## src/rtl/uart_rx_fifo_if.sv

```systemverilog
// uart_rx_fifo_if: receiver-side and consumer-side signals of the UART receive FIFO
interface uart_rx_fifo_if #(parameter int AW = 4) ();
    logic [7:0]  rx_data;
    logic        rx_rdy;
    logic        rx_perr;
    logic        rx_rdy_clr;
    logic        rd_en;
    logic [7:0]  rd_data;
    logic        rd_perr;
    logic        empty;
    logic        full;
    logic [AW:0] level;
    logic        overflow;
    logic        ovf_clr;
    modport slave (
        input  rx_data, rx_rdy, rx_perr, rd_en, ovf_clr,
        output rx_rdy_clr, rd_data, rd_perr, empty, full, level, overflow
    );
    modport master (
        output rx_data, rx_rdy, rx_perr, rd_en, ovf_clr,
        input  rx_rdy_clr, rd_data, rd_perr, empty, full, level, overflow
    );
endinterface

```

## src/rtl/uart_rx_fifo.sv

```systemverilog
// uart_rx_fifo: show-ahead FIFO behind a UART receiver; define UART_RX_FIFO_PERR_DROP_EN to discard parity-error bytes
module uart_rx_fifo #(
    parameter int DEPTH = 16,
    parameter int AW    = 4
) (
    input logic           clk,
    input logic           rst,
    uart_rx_fifo_if.slave bus
);
`ifdef UART_RX_FIFO_PERR_DROP_EN
    localparam int W = 8;
`else
    localparam int W = 9;
`endif
    logic [W-1:0]  mem [DEPTH];
    logic [AW-1:0] wr_ptr_q, rd_ptr_q;
    logic [AW:0]   level_q, level_d;
    logic          empty_q, full_q, overflow_q, clr_q;
    logic          cap, keep, pop, wr, drop;
    logic [W-1:0]  entry;
    // capture/pop qualification; a pop in the same cycle frees the slot for a write at full
    always_comb begin
        cap     = bus.rx_rdy & ~clr_q;
`ifdef UART_RX_FIFO_PERR_DROP_EN
        keep    = ~bus.rx_perr;
        entry   = bus.rx_data;
`else
        keep    = 1'b1;
        entry   = {bus.rx_perr, bus.rx_data};
`endif
        pop     = bus.rd_en & ~empty_q;
        wr      = cap & keep & (~full_q | pop);
        drop    = cap & keep & full_q & ~pop;
        level_d = level_q + (AW+1)'(wr) - (AW+1)'(pop);
    end
    // storage is deliberately left out of reset
    always_ff @(posedge clk) begin
        if (wr) mem[wr_ptr_q] <= entry;
    end
    // pointers, occupancy, sticky overflow and the one-cycle receiver acknowledge
    always_ff @(posedge clk or posedge rst) begin
        if (rst) begin
            wr_ptr_q   <= '0;
            rd_ptr_q   <= '0;
            level_q    <= '0;
            empty_q    <= 1'b1;
            full_q     <= 1'b0;
            overflow_q <= 1'b0;
            clr_q      <= 1'b0;
        end else begin
            clr_q      <= cap;
            wr_ptr_q   <= wr ? wr_ptr_q + 1'b1 : wr_ptr_q;
            rd_ptr_q   <= pop ? rd_ptr_q + 1'b1 : rd_ptr_q;
            level_q    <= level_d;
            empty_q    <= level_d == '0;
            full_q     <= level_d == (AW+1)'(DEPTH);
            overflow_q <= drop ? 1'b1 : bus.ovf_clr ? 1'b0 : overflow_q;
        end
    end
    assign bus.rd_data    = mem[rd_ptr_q][7:0];
`ifdef UART_RX_FIFO_PERR_DROP_EN
    assign bus.rd_perr    = 1'b0;
`else
    assign bus.rd_perr    = mem[rd_ptr_q][8];
`endif
    assign bus.rx_rdy_clr = clr_q;
    assign bus.level      = level_q;
    assign bus.empty      = empty_q;
    assign bus.full       = full_q;
    assign bus.overflow   = overflow_q;
endmodule

```

## src/flat_wrapper.sv

```systemverilog
// flat-port wrapper written by rule: the top's interface ports become plain ports
module uart_rx_fifo_flat 
#(
    parameter int DEPTH = 16,
    parameter int AW    = 4
)
  (clk, rst, bus_rx_data, bus_rx_rdy, bus_rx_perr, bus_rd_en, bus_ovf_clr, bus_rx_rdy_clr, bus_rd_data, bus_rd_perr, bus_empty, bus_full, bus_level, bus_overflow);
  uart_rx_fifo_if #(.AW(AW)) bus_i ();
  input logic clk;
  input logic rst;
  input wire logic [$bits(bus_i.rx_data)-1:0] bus_rx_data;
  input wire logic [$bits(bus_i.rx_rdy)-1:0] bus_rx_rdy;
  input wire logic [$bits(bus_i.rx_perr)-1:0] bus_rx_perr;
  input wire logic [$bits(bus_i.rd_en)-1:0] bus_rd_en;
  input wire logic [$bits(bus_i.ovf_clr)-1:0] bus_ovf_clr;
  output wire logic [$bits(bus_i.rx_rdy_clr)-1:0] bus_rx_rdy_clr;
  output wire logic [$bits(bus_i.rd_data)-1:0] bus_rd_data;
  output wire logic [$bits(bus_i.rd_perr)-1:0] bus_rd_perr;
  output wire logic [$bits(bus_i.empty)-1:0] bus_empty;
  output wire logic [$bits(bus_i.full)-1:0] bus_full;
  output wire logic [$bits(bus_i.level)-1:0] bus_level;
  output wire logic [$bits(bus_i.overflow)-1:0] bus_overflow;
  assign bus_i.rx_data = bus_rx_data;
  assign bus_i.rx_rdy = bus_rx_rdy;
  assign bus_i.rx_perr = bus_rx_perr;
  assign bus_i.rd_en = bus_rd_en;
  assign bus_i.ovf_clr = bus_ovf_clr;
  assign bus_rx_rdy_clr = bus_i.rx_rdy_clr;
  assign bus_rd_data = bus_i.rd_data;
  assign bus_rd_perr = bus_i.rd_perr;
  assign bus_empty = bus_i.empty;
  assign bus_full = bus_i.full;
  assign bus_level = bus_i.level;
  assign bus_overflow = bus_i.overflow;
  uart_rx_fifo #(.DEPTH(DEPTH), .AW(AW)) u_core (.clk(clk), .rst(rst), .bus(bus_i));
endmodule
```

## config.mk

```make
export PLATFORM = sky130hd
export DESIGN_NAME = uart_rx_fifo_flat
export DESIGN_NICKNAME = d
export VERILOG_FILES = /design/src/rtl/uart_rx_fifo_if.sv /design/src/rtl/uart_rx_fifo.sv /design/src/flat_wrapper.sv
export SDC_FILE = /design/constraint.sdc
export NUM_CORES = 1
export LEC_CHECK = 0
export CAP_MARGIN = 15
export CELL_PAD_IN_SITES_DETAIL_PLACEMENT = 1
export CELL_PAD_IN_SITES_GLOBAL_PLACEMENT = 2
export CORE_MARGIN = 5
export CORE_UTILIZATION = 46
export DETAILED_ROUTE_END_ITERATION = 7
export PLACE_DENSITY = 0.84
export SETUP_SLACK_MARGIN = 0.4
export SLEW_MARGIN = 20
export SYNTH_ARGS = -nofsm -noshare
export SYNTH_HDL_FRONTEND = slang
export SYNTH_SLANG_ARGS = --single-unit
```

## constraint.sdc

```tcl
create_clock -name clk -period 3.2 [get_ports clk]
set_input_delay 0.64 -clock clk [delete_from_list [all_inputs] [get_ports clk]]
set_output_delay 0.64 -clock clk [all_outputs]
set_load 0.005 [all_outputs]
```

==> results of run 1 <==
## cell usage after synthesis, types with 3 or more instances
library cell and n:
xnor2_1 8, o21ai_0 3, nand2b_1 3, buf_2 3
nor3_1 4, nand2_1 19, ha_1 10, nor2b_1 4
inv_1 14, edfxtp_1 144, mux4_1 24, clkbuf_1 4
dfrtp_1 16, mux4_2 12, buf_1 3, a22oi_1 18
nor2_1 13
## flip-flops by register name (all words and copies together) (netlist names)
name / count
u_core.bus.overflow: 1
u_core.rd_ptr_q: 4
u_core.bus.full: 1
u_core.mem: 144
u_core.bus.empty: 1
u_core.wr_ptr_q: 4
u_core.bus.level: 5
u_core.bus.rx_rdy_clr: 1
## metal layers
| metal | track usage | wire length, µm | vias to the layer above | share of wire |
|---|---|---|---|---|
| met5 | 0 | 0 | - | 0 |
| met4 | 0.06609 | 196 | 0 | 0.013 |
| met3 | 0.04110 | 921 | 16 | 0.061 |
| met2 | 0.3310 | 7906 | 111 | 0.52 |
| met1 | 0.2570 | 6061 | 1780 | 0.40 |
| li1 | - | - | 1468 | - |
## layout by cell type, fill, tap and decap left out, drive strengths merged, types with 3 or more instances in the layout
| cell | count |
|---|---|
| nor2b | 4 |
| nor2 | 13 |
| nand2 | 19 |
| inv | 15 |
| buf | 54 |
| clkbuf | 21 |
| nor3 | 4 |
| xnor2 | 8 |
| mux4 | 36 |
| clkinv | 6 |
| a22oi | 18 |
| clkdlybuf4s50 | 22 |
| dfrtp | 16 |
| nand2b | 3 |
| ha | 10 |
| edfxtp | 144 |
| o21ai | 3 |
## per-stage QoR
stage / setup WS (ps) / area, µm² / total power, µW
5_1_grt: 237.2 / 7981 / 7673
4_1_cts: 326.6 / 7980 / 7325
2_1_floorplan: 640.2 / 6460 / 4050
3_5_place_dp: 95.45 / 7162 / 4941
3_3_place_gp: 254.9 / 7162 / 4858
6_report: 325.8 / 7981 / 7308
## worst max path at each step
| stage | cells past startpoint | slack, ps | endpoint | start |
|---|---|---|---|---|
| global placement | 12 | 250 | u_core.bus.full | bus_rd_en |
| detailed placement | 10 | 100 | u_core.bus.full | bus_rx_rdy |
| global route | 8 | 240 | bus_rd_data[3] | u_core.rd_ptr_q[0] |
| finish | 8 | 330 | bus_rd_data[4] | u_core.rd_ptr_q[0] |
| CTS | 8 | 330 | bus_rd_data[3] | u_core.rd_ptr_q[0] |
| floorplan | 11 | 640 | u_core.bus.full | bus_rd_en |
## repair_timing
action,CTS,global route
hold buffers,0,0
setup buffers,11,1
hold endpoints to repair,0,0
gates resized for setup,65,3
pin swaps,19,6
gates cloned,4,0
endpoints found under the setup margin,9,9
## cells by family (layout without fill, tap and decap cells)
| family | after synthesis | count (layout) |
|---|---|---|
| AOI/OAI and AO/OA | 26 | 26 |
| xor gates and xnor gates | 9 | 9 |
| adders and majority gates | 11 | 11 |
| buffers and inverters | 27 | 123 |
| DFF | 161 | 161 |
| muxes | 37 | 37 |
| and+or+nand+nor | 52 | 52 |
## layout make-up
class                      instances  area share
multi-input combinational        135      0.1980
inverter                          14    0.006584
clock buffer                      20     0.05471
tap                              180     0.02822
timing repair buffer              78      0.1027
clock inverter                    11     0.01442
sequential                       161      0.5954
## power by group through the flow
stage                     clock [µW]  combinational (µW)  sequential (µW)
after global routing            2050                2890             2730
after floorplan                    0                1380             2660
after detailed placement           0                2200             2740
after CTS                       1930                2690             2700
after global placement             0                2140             2720
final                           1910                2690             2710
==> impl_results.rst, run 1 <==
.. list-table::
   :header-rows: 1

   * - Metric
     - Value
   * - Largest voltage drop on the vdd net
     - 0.5225 mV
   * - Clock root buffer
     - clkbuf_16
   * - Fin. Hold Viols
     - 0
   * - Multiplexer share of the synthesized area
     - 0.1410
   * - Xor and xnor fraction of the mapped netlist area
     - 0.01220
   * - Post-detailed-placement half-perimeter wirelength
     - 8.908 mm
   * - CP Max Fanout
     - 4
   * - Worst slew margin relative to its limit
     - 0.5424
   * - Layout-stage area growth over the synthesis result
     - 23.55%
   * - Clk_lat worst skew
     - 420 ps
   * - Path class of the lowest-slack min-delay path
     - register to register
   * - Post-layout min period
     - 2874 ps
   * - Series of cell instances along the critical path
     - buf_12, buf_12, buf_4, buf_16, mux4_2, a22oi_2, nand2_1, buf_2
   * - Fraction of the core area covered by cells at the end of the flow
     - 0.5772
   * - Kind of end point of the critical path
     - output pin
   * - DP Cell Count
     - 552
   * - TritonCTS clock tree
     - yes
   * - H-Tree Level Count
     - 4
   * - Crit path kind
     - register to output pin
   * - Average wire per cell in the routed design
     - 25.19 µm
   * - Count of unresolved DRC violations after routing
     - 0
   * - Number of port buffers
     - 31
   * - Simple logic cell fraction of the synthesized area
     - 0.03758
   * - Sequential share of the synthesized area
     - 0.7354
   * - Floorplan die width
     - 128.5 µm
   * - Count of distinct cell types in the synthesized netlist
     - 32
   * - Fraction of registers with async set or reset after synthesis
     - 0.1056
   * - Worst flop-to-flop path startpoint
     - u_core.bus.empty
   * - Register bit count reported by yosys
     - 161
   * - Switching share of power
     - 0.3017
   * - Largest family of logic cells by synthesized area
     - multiplexers
   * - Category of cells accounting for the largest share of critical-path delay
     - buffers and inverters
   * - Final number of max-transition violations
     - 0
   * - Number of enable-type register cells in the synthesized netlist
     - 144
   * - Ratio of final minimum period to clock period
     - 0.8982
   * - GP Congestion
     - 0.7460
   * - Buffers and inverters on the worst path
     - 5
   * - Most area-hungry cell type in the Yosys netlist
     - edfxtp_1
   * - Cells taking the most area after synthesis
     - edfxtp_1 67%, mux4_1 9.8%, dfrtp_1 6.2%
   * - Slew of the pin with the lowest slew margin
     - 684.2 ps
   * - Register-to-register setup slack
     - 630 ps
   * - Unrepaired setup endpoints after global routing
     - true
   * - Number of global-route vias before repair
     - 3728
   * - Sink of the worst hold path
     - u_core.bus.rx_rdy_clr
   * - Final-report setup violation count
     - 0
   * - Per-instance average area after synthesis
     - 20.00 µm²
   * - Floorplan Core Area
     - 0.01383 mm²
   * - Combinational power share
     - 0.368
   * - Internal power
     - 5103 µW
   * - Largest net degree at the start of global routing
     - 37
   * - Nets in the synthesized netlist
     - 348
   * - Global route total overflow
     - 0
   * - Effective utilization at floorplan
     - 0.4672
   * - Cells on worst reg2reg path
     - 11
   * - Peak clock frequency supported by timing
     - 347.9 MHz
   * - Post-Route Setup TNS
     - 0 ps
   * - Worst path slowest cell
     - dfrtp_2
   * - Clock Power Share
     - 0.262
   * - Clock Tree Buf Depth
     - 2
   * - Yosys Warn Count
     - 0
   * - Crit Reg-Reg Endpoint
     - u_core.bus.full
   * - P_sw
     - 2205 µW
   * - Cell count after synthesis
     - 323
   * - Total wire length after detailed routing
     - 15.09 mm
   * - First-pass iteration count of the detailed router
     - 5
   * - Arr. time, crit path
     - 2230 ps
   * - Detailed Route Iter0 Violations
     - 442
   * - Endpoint required time on the critical path
     - 2560 ps
   * - Clock input transition at the sequential cells of the worst setup and hold paths
     - 60 ps
   * - Via density per instance
     - 5.634
   * - Ratio of total power to cell area
     - 915.6 mW/mm²
   * - Maximum capacitance violations
     - 0
   * - Sequential share of power
     - 0.370
   * - CTS Sinks
     - 161
   * - Adder-Cell Fraction of Synth Area
     - 0.02247
   * - First-pass GRT wire length
     - 22.98 mm
   * - Overall routing resource usage
     - 0.1964
   * - Static leakage
     - 0.002820 µW
   * - Hold slack final
     - 470.1 ps
   * - Top-level I/O count
     - 32
   * - Layout fillers
     - 1229
   * - Sequential standard cell area
     - 0.004752 mm²
   * - Kind of start point of the critical path
     - register
   * - Non-filler cells in the finished layout
     - 599
   * - Fraction of the mapped netlist area in compound gates
     - 0.02886
   * - Worst hold path cell count
     - 1
   * - Netlist area before placement
     - 0.006460 mm²
   * - Number of antenna violations at the first check in global routing
     - 0
   * - Layout cell share with drive strength beyond 1
     - 0.2936
   * - Run status
     - complete, no violations
   * - Portion of synthesized cell area occupied by the leading cell type
     - 0.6694
   * - Die height
     - 128.5 µm
   * - Hold Startpoint
     - u_core.bus.rx_rdy_clr
   * - Area occupied by multi-input gates
     - 0.001580 mm²
   * - Number of buffers created by CTS
     - 17
   * - Antenna cell count
     - 0
   * - Worst Clk Skew
     - 8.793 ps
   * - Routed Antenna Nets
     - 0
   * - Total die area
     - 0.01651 mm²
   * - Crit path top cell by count
     - buf_12
   * - Overall via count from detail_route
     - 3375
   * - Highest cell delay on the worst timing path
     - 430 ps
   * - # rows
     - 43
   * - Nets
     - 432
   * - Commonest register cell after synthesis
     - edfxtp_1
Note: power is estimated with default switching activity, not from simulation.
==> run 2, diff against run 1 <==
--- a/config.mk
+++ b/config.mk
@@ -12,6 +12,7 @@
 export CORE_UTILIZATION = 46
 export DETAILED_ROUTE_END_ITERATION = 7
 export PLACE_DENSITY = 0.84
+export RECOVER_POWER = 50
 export SETUP_SLACK_MARGIN = 0.4
 export SLEW_MARGIN = 20
 export SYNTH_ARGS = -nofsm -noshare
==> impl_results.rst, run 2 (synthesized netlist as in run 1, its figures left out) <==
.. list-table::
   :header-rows: 1

   * - Metric
     - Value
   * - Layout fillers
     - 1235
   * - Overall via count from detail_route
     - 3352
   * - Via density per instance
     - 5.596
   * - Kind of start point of the critical path
     - register
   * - Total wire length after detailed routing
     - 15.07 mm
   * - Post-layout min period
     - 2885 ps
   * - Ratio of final minimum period to clock period
     - 0.9014
   * - Final number of max-transition violations
     - 0
   * - CP Max Fanout
     - 4
   * - Kind of end point of the critical path
     - output pin
   * - Cells on worst reg2reg path
     - 11
   * - GP Congestion
     - 0.7460
   * - Clock root buffer
     - clkbuf_16
   * - Crit path kind
     - register to output pin
   * - Clk_lat worst skew
     - 430 ps
   * - Detailed Route Iter0 Violations
     - 433
   * - Effective utilization at floorplan
     - 0.4672
   * - Layout cell share with drive strength beyond 1
     - 0.2840
   * - Post-detailed-placement half-perimeter wirelength
     - 8.908 mm
   * - Run status
     - complete, no violations
   * - Commonest non-fill, non-tap cell in the layout
     - edfxtp_1
   * - Total power draw
     - 7292 µW
   * - Worst Clk Skew
     - 16.56 ps
   * - Ratio of total power to cell area
     - 915.3 mW/mm²
   * - Average wire per cell in the routed design
     - 25.15 µm
   * - Largest net degree at the start of global routing
     - 37
   * - Sink of the worst hold path
     - u_core.bus.rx_rdy_clr
   * - Antenna cell count
     - 0
   * - Most used cells in the layout excluding fill and tap cells
     - 144 x edfxtp_1, 30 x buf_4, 25 x mux4_2
   * - Slew of the pin with the lowest slew margin
     - 688.3 ps
   * - Path class of the lowest-slack min-delay path
     - register to register
   * - Routed Antenna Nets
     - 0
   * - Fin. Hold Viols
     - 0
   * - # rows
     - 43
   * - Hold Startpoint
     - u_core.bus.rx_rdy_clr
   * - Global route total overflow
     - 0
   * - Final-report setup violation count
     - 0
   * - Post-Route Setup TNS
     - 0 ps
   * - Total die area
     - 0.01651 mm²
   * - Number of buffers created by CTS
     - 17
   * - Worst flop-to-flop path startpoint
     - u_core.bus.empty
   * - Clock Tree Buf Depth
     - 2
   * - Nets
     - 432
   * - Number of flip-flops under the largest register name
     - 144
   * - Area occupied by multi-input gates
     - 0.001577 mm²
   * - Static leakage
     - 0.002810 µW
   * - Largest voltage drop on the vdd net
     - 0.5183 mV
   * - Worst hold path cell count
     - 1
   * - Peak clock frequency supported by timing
     - 346.7 MHz
   * - Count of unresolved DRC violations after routing
     - 0
   * - Number of antenna violations at the first check in global routing
     - 0
   * - Die height
     - 128.5 µm
   * - Endpoint required time on the critical path
     - 2560 ps
   * - Overall routing resource usage
     - 0.1964
   * - Number of global-route vias before repair
     - 3728
   * - TritonCTS clock tree
     - yes
   * - CTS Sinks
     - 161
   * - Crit Reg-Reg Endpoint
     - u_core.bus.full
   * - Unrepaired setup endpoints after global routing
     - true
   * - Top-level I/O count
     - 32
   * - First-pass iteration count of the detailed router
     - 4
   * - Register-to-register setup slack
     - 630 ps
   * - Layout-stage area growth over the synthesis result
     - 23.32%
   * - Arr. time, crit path
     - 2240 ps
   * - Clock input transition at the sequential cells of the worst setup and hold paths
     - 60 ps
   * - First-pass GRT wire length
     - 22.98 mm
   * - Sequential standard cell area
     - 0.004752 mm²
   * - Floorplan Core Area
     - 0.01383 mm²
   * - Floorplan die width
     - 128.5 µm
   * - Maximum capacitance violations
     - 0
   * - Number of port buffers
     - 31
   * - Worst slew margin relative to its limit
     - 0.5396
   * - Number of hold buffers added after CTS
     - 0
   * - Largest register by flop count
     - u_core.mem
   * - H-Tree Level Count
     - 4
run 2: cell types whose count changed in the layout (fill, tap and decap cells not counted), sizes merged:
cell,before,now
clkdlybuf4s50,22,11
buf,54,51
clkbuf,21,24
dlygate4sd3,0,11
run 2: power by group:
part / internal [µW] / total [µW] / switching [µW]
registers: 2540 / 2710 / 168
logic: 1410 / 2670 / 1260
clock network: 1140 / 1920 / 781
run 2: stage by stage:
step | cell area [µm²] | cells | setup slack (ps) | utilization | hold WS (ps)
4_1_cts | 7980 | 598 | 326.6 | 0.5771 | 471.6
2_1_floorplan | 6460 | 323 | 640.2 | - | 447.7
6_report | 7966 | 599 | 315.4 | 0.5761 | 472.2
5_1_grt | 7966 | 599 | 238.6 | 0.5761 | 506.9
3_5_place_dp | 7162 | 552 | 95.45 | 0.5180 | 447.3
3_3_place_gp | 7162 | 552 | 254.9 | 0.5180 | 451.4
run 2: how the worst max path moves through the flow:
stage	end	start	slack (ps)
5_1_grt	bus_rd_data[3]	u_core.rd_ptr_q[0]	240
2_1_floorplan	u_core.bus.full	bus_rd_en	640
4_1_cts	bus_rd_data[3]	u_core.rd_ptr_q[0]	330
3_5_place_dp	u_core.bus.full	bus_rx_rdy	100
3_3_place_gp	u_core.bus.full	bus_rd_en	250
6_report	bus_rd_data[4]	u_core.rd_ptr_q[0]	320
run 2: timing repair:
item,in CTS,in global routing
cloned,4,0
setup buffers,11,1
resized for setup,65,3
pin swaps,19,6
setup endpoints to repair,9,9
run 2: per-layer routing:
metal	GRT usage	share of wire	vias up
li1	-	-	1468
met1	0.2570	0.40	1755
met2	0.3310	0.52	113
met3	0.04110	0.061	16
met4	0.06609	0.017	0
met5	0	0	-
run 2: area by class of cell:
| cell class | count | share of cell area |
|---|---|---|
| clock buffer | 20 | 0.05481 |
| clock inverter | 11 | 0.01445 |
| inverter | 14 | 0.006597 |
| multi-input combinational | 135 | 0.1979 |
| sequential | 161 | 0.5965 |
| tap | 180 | 0.02827 |
| timing repair buffer | 78 | 0.1015 |
run 2: worst max-delay path, cell delays in order, from the launching register on:
cell     delay [ps]
dfrtp_2         430
buf_12          150
buf_12          130
buf_4           140
buf_16          130
mux4_2          430
a22oi_2         180
nand2_1          80
buf_2           140
==> run 3, diff against run 2 <==
--- a/config.mk
+++ b/config.mk
@@ -9,9 +9,9 @@
 export CELL_PAD_IN_SITES_DETAIL_PLACEMENT = 1
 export CELL_PAD_IN_SITES_GLOBAL_PLACEMENT = 2
 export CORE_MARGIN = 5
-export CORE_UTILIZATION = 46
+export CORE_UTILIZATION = 50
 export DETAILED_ROUTE_END_ITERATION = 7
-export PLACE_DENSITY = 0.84
+export PLACE_DENSITY = 0.9
 export RECOVER_POWER = 50
 export SETUP_SLACK_MARGIN = 0.4
 export SLEW_MARGIN = 20
==> constraint.sdc (replaced) <==
create_clock -name clk -period 3.65 [get_ports clk]
set_input_delay 0.73 -clock clk [delete_from_list [all_inputs] [get_ports clk]]
set_output_delay 0.73 -clock clk [all_outputs]
set_load 0.05 [all_outputs]
==> impl_results.rst, run 3 (synthesized netlist as in run 1, its figures left out) <==
.. list-table::
   :header-rows: 1

   * - Metric
     - Value
   * - Run status
     - complete, no violations
   * - Largest voltage drop on the vdd net
     - 0.5641 mV
   * - Worst hold path cell count
     - 1
   * - Register-to-register setup slack
     - 1000 ps
   * - Global route total overflow
     - 0
   * - Floorplan Core Area
     - 0.01262 mm²
   * - Fin. Hold Viols
     - 0
   * - Clock input transition at the sequential cells of the worst setup and hold paths
     - 60 ps
   * - Post-Route Setup TNS
     - 0 ps
   * - Die height
     - 123.7 µm
   * - CTS Sinks
     - 161
   * - Floorplan die width
     - 123.7 µm
   * - Crit Reg-Reg Endpoint
     - u_core.bus.full
   * - Final number of max-transition violations
     - 0
   * - Layout-stage area growth over the synthesis result
     - 19.35%
   * - Worst slew margin relative to its limit
     - 0.5460
   * - Kind of end point of the critical path
     - output pin
   * - First-pass GRT wire length
     - 21.86 mm
   * - Number of antenna violations at the first check in global routing
     - 0
   * - CP Max Fanout
     - 18
   * - Number of port buffers
     - 31
   * - Crit path kind
     - register to output pin
   * - Number of global-route vias before repair
     - 3593
   * - Final-report setup violation count
     - 0
   * - Arr. time, crit path
     - 2430 ps
   * - Detailed Route Iter0 Violations
     - 272
   * - Effective utilization at floorplan
     - 0.5119
   * - Commonest non-fill, non-tap cell in the layout
     - edfxtp_1
   * - Number of buffers created by CTS
     - 17
   * - Layout cell share with drive strength beyond 1
     - 0.2015
   * - Number of flip-flops under the largest register name
     - 144
   * - Total die area
     - 0.01529 mm²
   * - Count of unresolved DRC violations after routing
     - 0
   * - Endpoint required time on the critical path
     - 2920 ps
   * - Hold slack final
     - 469.5 ps
   * - Cells on worst reg2reg path
     - 11
   * - Routed Antenna Nets
     - 0
   * - # rows
     - 41
   * - Path class of the lowest-slack min-delay path
     - register to register
   * - Antenna cell count
     - 0
   * - Buffers and inverters on the worst path
     - 2
   * - Top-level I/O count
     - 32
   * - Ratio of final minimum period to clock period
     - 0.8657
   * - Static leakage
     - 0.002734 µW
   * - Ratio of total power to cell area
     - 846.1 mW/mm²
   * - Total wire length after detailed routing
     - 13.81 mm
   * - Nets
     - 409
   * - Via density per instance
     - 5.661
   * - Series of cell instances along the critical path
     - bufbuf_16, mux4_1, a22oi_1, nand2_1, buf_4
   * - Clk_lat worst skew
     - 420 ps
   * - TritonCTS clock tree
     - yes
   * - Slew of the pin with the lowest slew margin
     - 680.3 ps
   * - Largest register by flop count
     - u_core.mem
   * - First-pass iteration count of the detailed router
     - 5
   * - Peak clock frequency supported by timing
     - 316.5 MHz
   * - Number of hold buffers added after CTS
     - 0
   * - Clock Tree Buf Depth
     - 2
   * - Overall routing resource usage
     - 0.2025
   * - Post-layout min period
     - 3160 ps
   * - Kind of start point of the critical path
     - register
   * - Hold Startpoint
     - u_core.bus.rx_rdy_clr
   * - Unrepaired setup endpoints after global routing
     - false
   * - Worst path slowest cell
     - mux4_1
   * - GP Congestion
     - 0.7602
   * - Worst flop-to-flop path startpoint
     - u_core.bus.empty
   * - Average wire per cell in the routed design
     - 24.27 µm
   * - Sink of the worst hold path
     - u_core.bus.rx_rdy_clr
   * - Post-detailed-placement half-perimeter wirelength
     - 8.761 mm
   * - Most used cells in the layout excluding fill and tap cells
     - 144 x edfxtp_1, 24 x mux4_1, 24 x buf_4
   * - Highest cell delay on the worst timing path
     - 580 ps
   * - Overall via count from detail_route
     - 3221
   * - Worst Clk Skew
     - 12.59 ps
   * - Maximum capacitance violations
     - 0
   * - H-Tree Level Count
     - 4
   * - Clock root buffer
     - clkbuf_16
   * - Largest net degree at the start of global routing
     - 40
   * - Category of cells accounting for the largest share of critical-path delay
     - multiplexers
run 3: cell types whose count changed in the layout (fill, tap and decap cells not counted), sizes merged, moves of 2 or more:
cell	delta
buf	-25
bufinv	-2
clkbuf	+3
clkdlybuf4s15	+4
clkinvlp	-2
run 3: layout make-up:
cell class | count | area [µm²]
Multi-Input combinational cell | 135 | 1575
Fill cell | 1108 | 4910
Timing Repair Buffer | 55 | 526.8
Clock inverter | 7 | 40.04
Sequential cell | 161 | 4752
Inverter | 14 | 52.55
Tap cell | 172 | 215.2
Clock buffer | 25 | 548.0
run 3: layer usage:
| layer | wire length [µm] | track usage |
|---|---|---|
| met1 | 5509 | 0.2546 |
| met2 | 7365 | 0.3484 |
| met3 | 662 | 0.04632 |
| met4 | 273 | 0.06713 |
| met5 | 0 | 0 |
run 3: repair_timing:
| item | in CTS | in global routing |
|---|---|---|
| gates cloned | 1 | 0 |
| endpoints found under the setup margin | 5 | 8 |
| setup buffers | 0 | 1 |
| gates resized for setup | 13 | 5 |
| endpoints found under the hold margin | 0 | 0 |
run 3: worst reg2reg max path, delay by kind of cell (launching register included):
family,cells,cell delay [ps]
adders and majority gates,3,830
and+or+nand+nor,3,680
DFF,1,530
buffers and inverters,3,240
xor gates and xnor gates,1,180
muxes,1,140
run 3: power breakdown:
part,internal (µW),switching [µW]
logic,974,1470
registers,2220,148
clock network,1040,668
total,4240,2290
run 3: per-stage QoR:
step / total power, µW / area [µm²] / cells / setup slack, ps / utilization
floorplan: 4064 / 6460 / 323 / 966.5 / -
global placement: 4712 / 7074 / 535 / 461.4 / 0.5606
detailed placement: 4806 / 7074 / 535 / 341.3 / 0.5606
CTS: 6570 / 7699 / 568 / 396.7 / 0.6101
global route: 6851 / 7710 / 569 / 397.9 / 0.6109
finish: 6523 / 7710 / 569 / 490.2 / 0.6109
run 3: worst max-delay path by stage:
stage	end	cells after the start	slack, ps	start
2_1_floorplan	u_core.bus.full	11	970	u_core.bus.empty
3_3_place_gp	u_core.bus.full	12	460	bus_rd_en
3_5_place_dp	u_core.bus.full	12	340	bus_rd_en
4_1_cts	bus_rd_data[1]	5	400	u_core.rd_ptr_q[0]
5_1_grt	bus_rd_data[4]	5	400	u_core.rd_ptr_q[0]
6_report	bus_rd_data[5]	5	490	u_core.rd_ptr_q[0]
